### src/rtl/fp_mul_arb_pkg.sv
// Shared types and helpers for the fp_mul_arbiter slice: FSM states, FP word width
// and the round-robin pick function (up to RR_MAX requesters).
package fp_mul_arb_pkg;

  localparam int unsigned FP_W   = 32;
  localparam int unsigned RR_MAX = 8;

  typedef enum logic [1:0] {
    IDLE,
    EXEC,
    RESP
  } state_t;

  typedef struct packed {
    logic       found;
    logic [2:0] idx;
  } rr_pick_t;

  // First set bit of valid[n-1:0], searching upward from ptr and wrapping at n.
  function automatic rr_pick_t rr_pick(input logic [RR_MAX-1:0] valid,
                                       input logic [2:0]        ptr,
                                       input int unsigned       n);
    rr_pick_t    r;
    int unsigned j;
    r = '0;
    for (int unsigned k = 0; k < RR_MAX; k++) begin
      j = (32'(ptr) + k) % n;
      if (k < n && !r.found && valid[3'(j)]) begin
        r.found = 1'b1;
        r.idx   = 3'(j);
      end
    end
    return r;
  endfunction

endpackage

### src/rtl/ieee754_multiplier.sv
// Combinational IEEE754 single-precision multiply, round-to-nearest-even.
// Subnormal inputs/results flush to signed zero; any NaN result is 32'h7fc00000.
module ieee754_multiplier (
  input  logic [31:0] a,
  input  logic [31:0] b,
  output logic [31:0] y
);

  logic        sa, sb, s;
  logic [7:0]  ea, eb;
  logic [22:0] fa, fb;
  logic [47:0] p;
  logic [10:0] e;
  logic [22:0] m;
  logic        g, st;
  logic [23:0] mr;
  logic        a_nan, b_nan, a_inf, b_inf, a_zero, b_zero;

  always_comb begin
    sa = a[31];
    sb = b[31];
    ea = a[30:23];
    eb = b[30:23];
    fa = a[22:0];
    fb = b[22:0];
    s  = sa ^ sb;

    a_nan  = (ea == 8'hff) && (fa != '0);
    b_nan  = (eb == 8'hff) && (fb != '0);
    a_inf  = (ea == 8'hff) && (fa == '0);
    b_inf  = (eb == 8'hff) && (fb == '0);
    a_zero = (ea == 8'h00);
    b_zero = (eb == 8'h00);

    p = {24'h0, 1'b1, fa} * {24'h0, 1'b1, fb};
    e = 11'(ea) + 11'(eb) - 11'd127;

    // Product of two [1,2) significands lies in [1,4): normalise by at most one place.
    if (p[47]) begin
      m  = p[46:24];
      g  = p[23];
      st = |p[22:0];
      e  = e + 11'd1;
    end else begin
      m  = p[45:23];
      g  = p[22];
      st = |p[21:0];
    end

    mr = {1'b0, m} + 24'((g && (st || m[0])) ? 1 : 0);
    if (mr[23]) e = e + 11'd1;

    if (a_nan || b_nan || (a_inf && b_zero) || (b_inf && a_zero))
      y = 32'h7fc00000;
    else if (a_inf || b_inf)
      y = {s, 8'hff, 23'h0};
    else if (a_zero || b_zero)
      y = {s, 31'h0};
    else if (e[10] || e == 11'd0)
      y = {s, 31'h0};
    else if (e >= 11'd255)
      y = {s, 8'hff, 23'h0};
    else
      y = {s, e[7:0], mr[22:0]};
  end

endmodule

### src/rtl/fp_mul_arbiter.sv
// Round-robin arbiter/sequencer sharing one ieee754_multiplier among NREQ requesters.
// Define FP_MUL_ARB_STATS_EN to build the op_count handshake counter (else tied to 0).
module fp_mul_arbiter
  import fp_mul_arb_pkg::*;
#(
  parameter int unsigned NREQ = 4,
  parameter int unsigned ID_W = $clog2(NREQ)
) (
  input  logic                 clk,
  input  logic                 rst,
  input  logic [NREQ-1:0]      req_valid,
  output logic [NREQ-1:0]      req_ready,
  input  logic [NREQ*FP_W-1:0] req_a,
  input  logic [NREQ*FP_W-1:0] req_b,
  output logic                 rsp_valid,
  input  logic                 rsp_ready,
  output logic [FP_W-1:0]      rsp_result,
  output logic [ID_W-1:0]      rsp_id,
  output logic [31:0]          op_count
);

  state_t              state;
  logic [ID_W-1:0]     rr_ptr;
  logic [ID_W-1:0]     id;
  logic [ID_W-1:0]     gidx;
  logic [FP_W-1:0]     op_a, op_b, prod;
  logic [RR_MAX-1:0]   vld;
  rr_pick_t            pick;

  always_comb begin
    vld            = '0;
    vld[NREQ-1:0]  = req_valid;
    pick           = rr_pick(vld, 3'(rr_ptr), NREQ);
    gidx           = ID_W'(pick.idx);
  end

  always_comb begin
    req_ready = '0;
    if (!rst && state == IDLE && pick.found)
      req_ready[gidx] = 1'b1;
  end

  ieee754_multiplier u_mul (
    .a (op_a),
    .b (op_b),
    .y (prod)
  );

  always_ff @(posedge clk) begin
    if (rst) begin
      state      <= IDLE;
      rr_ptr     <= '0;
      id         <= '0;
      op_a       <= '0;
      op_b       <= '0;
      rsp_valid  <= 1'b0;
      rsp_result <= '0;
      rsp_id     <= '0;
    end else begin
      case (state)
        IDLE: begin
          if (pick.found) begin
            op_a   <= req_a[FP_W*gidx +: FP_W];
            op_b   <= req_b[FP_W*gidx +: FP_W];
            id     <= gidx;
            rr_ptr <= (gidx == ID_W'(NREQ-1)) ? '0 : gidx + ID_W'(1);
            state  <= EXEC;
          end
        end
        EXEC: begin
          rsp_result <= prod;
          rsp_id     <= id;
          rsp_valid  <= 1'b1;
          state      <= RESP;
        end
        RESP: begin
          if (rsp_ready) begin
            rsp_valid <= 1'b0;
            state     <= IDLE;
          end
        end
        default: state <= IDLE;
      endcase
    end
  end

`ifdef FP_MUL_ARB_STATS_EN
  always_ff @(posedge clk) begin
    if (rst)
      op_count <= '0;
    else if (rsp_valid && rsp_ready)
      op_count <= op_count + 32'd1;
  end
`else
  assign op_count = '0;
`endif

endmodule

### config.mk
export PLATFORM = sky130hd
export DESIGN_NAME = fp_mul_arbiter
export DESIGN_NICKNAME = d
export VERILOG_FILES = /design/src/rtl/fp_mul_arb_pkg.sv /design/src/rtl/ieee754_multiplier.sv /design/src/rtl/fp_mul_arbiter.sv
export SDC_FILE = /design/constraint.sdc
export NUM_CORES = 2
export LEC_CHECK = 0
export ABC_AREA = 0
export CAP_MARGIN = 20
export CORE_ASPECT_RATIO = 1.5
export CORE_MARGIN = 10
export CORE_UTILIZATION = 45
export CTS_BUF_LIST = sky130_fd_sc_hd__clkbuf_8 sky130_fd_sc_hd__clkbuf_16
export DETAILED_ROUTE_END_ITERATION = 10
export DONT_BUFFER_PORTS = 1
export GPL_ROUTABILITY_DRIVEN = 0
export GPL_TIMING_DRIVEN = 0
export SYNTH_ARGS = -nofsm -noshare
export SYNTH_HDL_FRONTEND = slang
export SYNTH_SLANG_ARGS = --single-unit
### constraint.sdc
create_clock -name clk -period 12.5 [get_ports clk]
set_clock_uncertainty 0.15 [all_clocks]
set_input_delay 3.125 -clock clk [delete_from_list [all_inputs] [get_ports clk]]
set_output_delay 3.125 -clock clk [all_outputs]
set_load 0.03 [all_outputs]
---- Word level (Yosys, flattened, before mapping) ----
Cells that the tools add are included.
storage, ports and cells
  output and inout bits ................... 71
  bits in registers ....................... 105
  bits of input ports ..................... 263
cells by class
  bitwise operators ....................... 1
  shifts and indexed selects .............. 2
  mux-type cells .......................... 32
  reduce and logical (&&, ||, !) cells .... 38
  multiply operators ...................... 1
  $lt $le $gt $ge ......................... 7
  eq/ne operators ......................... 7
  $add $sub $neg .......................... 9
operators by type and width
  cell                   count
  $shiftx 128x8->32      2
  $mux 31                4
  $mul 24x24->48         1
  $logic_not 23->1       2
  $reduce_bool 23->1     2
  $mux 32                1
  $add 23x24->24         1
  $mux 23                1
  $reduce_or 23->1       1
  $add 11x1->11 const B  2
  $mux 11                2
  $reduce_or 22->1       1
  $mux 4                 5
  $eq 8x8->1 const B     2
  $logic_not 8->1        2
  $lt 2x4->1 const B     4
  $logic_and 1x1->1      13
  $ge 11x8->1 const B    1
  $logic_not 11->1       1
  $sub 11x7->11 const B  1
  $add 8x8->9            1
  $mux 1                 9
  $bmux 1 s2             4
  $logic_or 1x1->1       7
  16 further kinds       27

---- Depth between registers and ports, before layout ----
  word-level depth ........................ 17
  depth in mapped cells ................... 40

---- By module ----
Synthesis repeated with hierarchy kept, for this count alone.
unflattened totals
  cells, all modules ...................... 3491
  area total of the unflattened synthesis .. 28397.2 µm²
by module, submodules not included
  module              seq. area each (µm²)  cells each  area each (µm²)  instances
  ieee754_multiplier  0.0                   2722        22405.2          1
  fp_mul_arbiter      2102.0                769         5992.0           1

---- Worst setup path after synthesis ----
Ideal clock, no wire load.
  kind .................................... reg2reg
  start ................................... reg op_b[3]
  end ..................................... reg rsp_result[23]
  cell stages (with the launch flop) ...... 39
  arrival ................................. 9.544 ns
  data required time ...................... 12.203 ns
  setup time .............................. 0.147 ns
  path slack .............................. 2.659 ns
  cells stage by stage .................... dfxtp_1 > clkbuf_1 > clkbuf_1 > nand2_1 > fa_1 > inv_1 > fa_1 > inv_1 > fa_1 > inv_1 > fa_1 > inv_1 > fa_1 > inv_1 > fa_1 > inv_1 > fa_1 > inv_1 > (+3 left out) > o21bai_1 > a221oi_1 > o21ai_0 > o211ai_1 > o211a_1 > buf_2 > buf_1 > buf_1 > xnor2_1 > ha_1 > nand3_1 > mux2i_1 > nor4b_1 > nand3_1 > nor4b_4 > o21ai_2 > nor4_4 > nor3_1
on the way
  longest elaborated chain between the ends .. 14
  elaborated cells on any way between the ends .. 30
ends and longest elaborated chain
  item                                                         RTL line                                            RTL
  start, declared                                              fp_mul_arbiter.sv:26                                logic [FP_W-1:0] op_a, op_b, prod;
  start signal, assigned                                       fp_mul_arbiter.sv:64                                op_b <= req_b[FP_W*gidx +: FP_W];
  $mul 24x24->48                                               ieee754_multiplier.sv:35                            p = {24'h0, 1'b1, fa} * {24'h0, 1'b1, fb};
  $reduce_or 23->1 / $reduce_or 22->1 (equally long branches)  ieee754_multiplier.sv:42, ieee754_multiplier.sv:47
  $mux 1                                                       ieee754_multiplier.sv:39                            if (p[47]) begin
  $logic_or 1x1->1                                             ieee754_multiplier.sv:50                            mr = {1'b0, m} + 24'((g && (st || m[0])) ? 1 : 0);
  $logic_and 1x1->1                                            ieee754_multiplier.sv:50
  $mux 1                                                       ieee754_multiplier.sv:50
  $add 23x24->24                                               ieee754_multiplier.sv:50
  $mux 11                                                      ieee754_multiplier.sv:51                            if (mr[23]) e = e + 11'd1;
  $ge 11x8->1 / $logic_not 11->1 (equally long branches)       ieee754_multiplier.sv:61, ieee754_multiplier.sv:59
  $mux 31 / $logic_or 1x1->1 (equally long branches)           ieee754_multiplier.sv:61, ieee754_multiplier.sv:59
  $mux 31                                                      ieee754_multiplier.sv:59                            else if (e[10] || e == 11'd0)
  $mux 31                                                      ieee754_multiplier.sv:57                            else if (a_zero || b_zero)
  $mux 31                                                      ieee754_multiplier.sv:55                            else if (a_inf || b_inf)
  $mux 32 (*)                                                  ieee754_multiplier.sv:53                            if (a_nan || b_nan || (a_inf && b_zero) || (b_inf && a_zero))
  end signal, assigned                                         fp_mul_arbiter.sv:71                                rsp_result <= prod;
  end, declared                                                fp_mul_arbiter.sv:17                                output logic [FP_W-1:0] rsp_result,
Every way passes the cells marked *; elsewhere a longest branch is shown, timed or not.
A chain may end at the register's enable or synchronous reset.

---- Worst setup path in the final report ----
  start ................................... reg op_b[5]
  end ..................................... reg rsp_result[22]
The elaborated chain is that of the path after synthesis.

==> results.json <==
{
  "final_nets": 4380,
  "hp-start": "id[0]$_SDFFE_PP0P_",
  "synth_cells": 3405,
  "start_util": 0.454,
  "portBuffers": 0,
  "std_cell_rows": 111,
  "critPathArrivalTime_ns": 12.22,
  "grt_use_total": 0.296,
  "synth-main-ff-cell": "dfxtp_1",
  "chipHeight_um": 324,
  "synth_edf_count": 0,
  "viasPerCell": 5.79,
  "place_area_mm2": 0.0289,
  "layout_common_cells": "inv_1 (621), nand2_1 (561), fa_1 (483), and2_1 (264), ha_1 (190)",
  "root_buffer": "clkbuf_16",
  "critPathMaxStageDelay_ns": 0.60,
  "first_pass_iters": 6,
  "rsz0062_at_grt": "false",
  "grt_pass1_wl_um": 161000,
  "clock_latency_ns": 0.40,
  "first_global_vias": 25900,
  "ys_warn_count": 0,
  "post-route-drc-count": 0,
  "p_leak_nw": 13.9,
  "crit_slowest_cell": "o21ai_0",
  "clock_path_buffers": 2,
  "cts.clk_slew.worst_paths_ns": 0.08,
  "yosysUniqueCellTypes": 92,
  "grt_max_degree": 21,
  "design_area_mm2": 0.0292,
  "cap_violations": 0,
  "postCtsHoldBufs": 0,
  "worstSetupPathType": "flop to flop",
  "hold_viol_final": 0,
  "peakVddDrop_mv": 0.200,
  "async_flop_share": 0,
  "required_ns": 12.65,
  "setup_viol": 0,
  "postRouteAntennaNets": 0,
  "hold_depth": 2,
  "syn_area_mm2": 0.0278,
  "wire_per_inst_um": 25.0,
  "fin_crit_sh": 0.966,
  "final_util": 0.478,
  "rr_startpoint": "op_b[5]$_SDFFE_PP0P_",
  "ys_ff_latch": 105,
  "worstMarginPinSlew_ns": 1.02,
  "numCtsBuffers": 9,
  "r2r_cells": 39,
  "post_cts_buffers": 0,
  "max_freq_mhz": 82.9,
  "drive_gt1_frac": 0.0406,
  "grt-ovfl-total": 0,
  "maxSlewHeadroom": 0.319,
  "place_hpwl_um": 90700,
  "drtIter0Drc": 1714,
  "antenna_found_initial": 1,
  "avgSynthCellArea_um2": 8.15,
  "maxSlewViolCount": 0,
  "status": "finished clean",
  "crit_path_end_kind": "flop",
  "num-fill-cells": 6303,
  "core_mm2": 0.0611,
  "r2r_slack_ns": 0.43,
  "hold_end": "id[0]$_SDFFE_PP0P_",
  "cts.sinks": 105,
  "final_common_cell": "inv_1",
  "htree_levels": 3,
  "period_needed_ns": 12.07,
  "ioPinCount": 334,
  "start_kind": "flop",
  "die-area_mm2": 0.0722,
  "hold_class": "flop to flop",
  "cts_tree": "built",
  "cp_max_fo": 10,
  "reg2reg_to": "rsp_result[22]$_SDFFE_PP0P_",
  "routed_wl_um": 106000,
  "synth_seq_area_share": 0.0757,
  "syn_to_final_growth_pct": 5.21,
  "power_density_mw_per_mm2": 227,
  "die_width_um": 223,
  "vias": 24600
}
-- cells by family after synthesis --
group	after synthesis	synth area share
other	1	0.000135
adders and majority gates	673	0.434
buffers and inverters	846	0.120
xor gates and xnor gates	85	0.0276
DFF	105	0.0757
AOI/OAI and AO/OA	439	0.110
and+or+nand+nor	1183	0.206
muxes	73	0.0266
-- per-layer routing --
layer	GRT usage	vias to the layer above	part of all wire	wire, um
met5	0	-	0	0
li1	-	10800	-	-
met1	0.313	12400	0.34	36600
met2	0.528	1078	0.51	53800
met4	0.200	0	0.079	8380
met3	0.0537	355	0.070	7450
-- cell usage after synthesis (35+ instances only) --
| library cell | instances | area share |
|---|---|---|
| clkbuf_1 | 170 | 0.023 |
| o22ai_1 | 60 | 0.014 |
| nor2_1 | 143 | 0.019 |
| o21ai_0 | 63 | 0.011 |
| a21oi_1 | 104 | 0.019 |
| xnor2_1 | 59 | 0.019 |
| mux2i_1 | 68 | 0.025 |
| ha_1 | 190 | 0.086 |
| nand2_1 | 561 | 0.076 |
| dfxtp_1 | 105 | 0.076 |
| fa_1 | 483 | 0.35 |
| buf_4 | 35 | 0.0095 |
| inv_1 | 621 | 0.084 |
| and2_1 | 264 | 0.060 |
| a22oi_1 | 53 | 0.014 |
-- final cells by class --
cell class	count	area, um2	area share
Antenna cell	2	5.00	0.000171
Buffer	216	1000	0.0343
Clock buffer	10	239	0.00818
Clock inverter	6	65.1	0.00223
Inverter	626	2350	0.0806
Multi-Input combinational cell	2485	22400	0.768
Sequential cell	105	2100	0.0721
Tap cell	791	990	0.0339
Timing Repair Buffer	1	5.00	0.000171
-- what timing repair did --
item	in CTS	in global routing
gates resized for setup	6	40
setup endpoints to repair	31	31
hold endpoints to repair	0	0
-- worst max-delay path by stage --
stage | startpoint | to | slack, ns | depth (start not counted)
3_3_place_gp | op_b[5]$_SDFFE_PP0P_ | rsp_result[28]$_SDFFE_PP0P_ | -0.50 | 36
6_report | op_b[5]$_SDFFE_PP0P_ | rsp_result[22]$_SDFFE_PP0P_ | 0.43 | 39
5_1_grt | op_a[13]$_SDFFE_PP0P_ | rsp_result[22]$_SDFFE_PP0P_ | 0.03 | 38
4_1_cts | op_b[5]$_SDFFE_PP0P_ | rsp_result[22]$_SDFFE_PP0P_ | 0.19 | 36
3_5_place_dp | op_b[5]$_SDFFE_PP0P_ | rsp_result[23]$_SDFFE_PP0P_ | -0.53 | 36
2_1_floorplan | op_b[3]$_SDFFE_PP0P_ | rsp_result[23]$_SDFFE_PP0P_ | 2.66 | 38
-- metrics by stage --
stage / hold WS [ns] / setup TNS, ns / worst slack, ns / std cells / total power [mW]
final: 0.360 / 0 / 0.430 / 4242 / 6.63
after global routing: 0.372 / 0 / 0.0339 / 4240 / 7.26
after CTS: 0.361 / 0 / 0.191 / 4241 / 6.56
after detailed placement: 0.345 / -13.66 / -0.530 / 4227 / 6.22
after global placement: 0.337 / -12.39 / -0.499 / 4227 / 6.21
after floorplan: 0.303 / 0 / 2.66 / 3436 / 4.41
-- registers in the layout (all words and copies together) (netlist names) --
signal	cells
rsp_id	2
state	2
op_a	32
id	2
rsp_result	32
rr_ptr	2
op_b	32
rsp_valid	1
-- report_power, final --
group / total, mW / internal [mW] / switching (mW)
registers: 0.550 / 0.389 / 0.161
logic: 5.77 / 1.92 / 3.85
clock network: 0.308 / 0.147 / 0.160
total: 6.63 / 2.46 / 4.17
-- worst max-delay path, delay by kind of cell, from the launching register on --
family,cells,cell delay (ns)
adders and majority gates,9,4.07
buffers and inverters,13,3.05
AOI/OAI and AO/OA,9,2.42
and+or+nand+nor,8,1.71
DFF,1,0.56
Power figures use the tool's default switching activity.
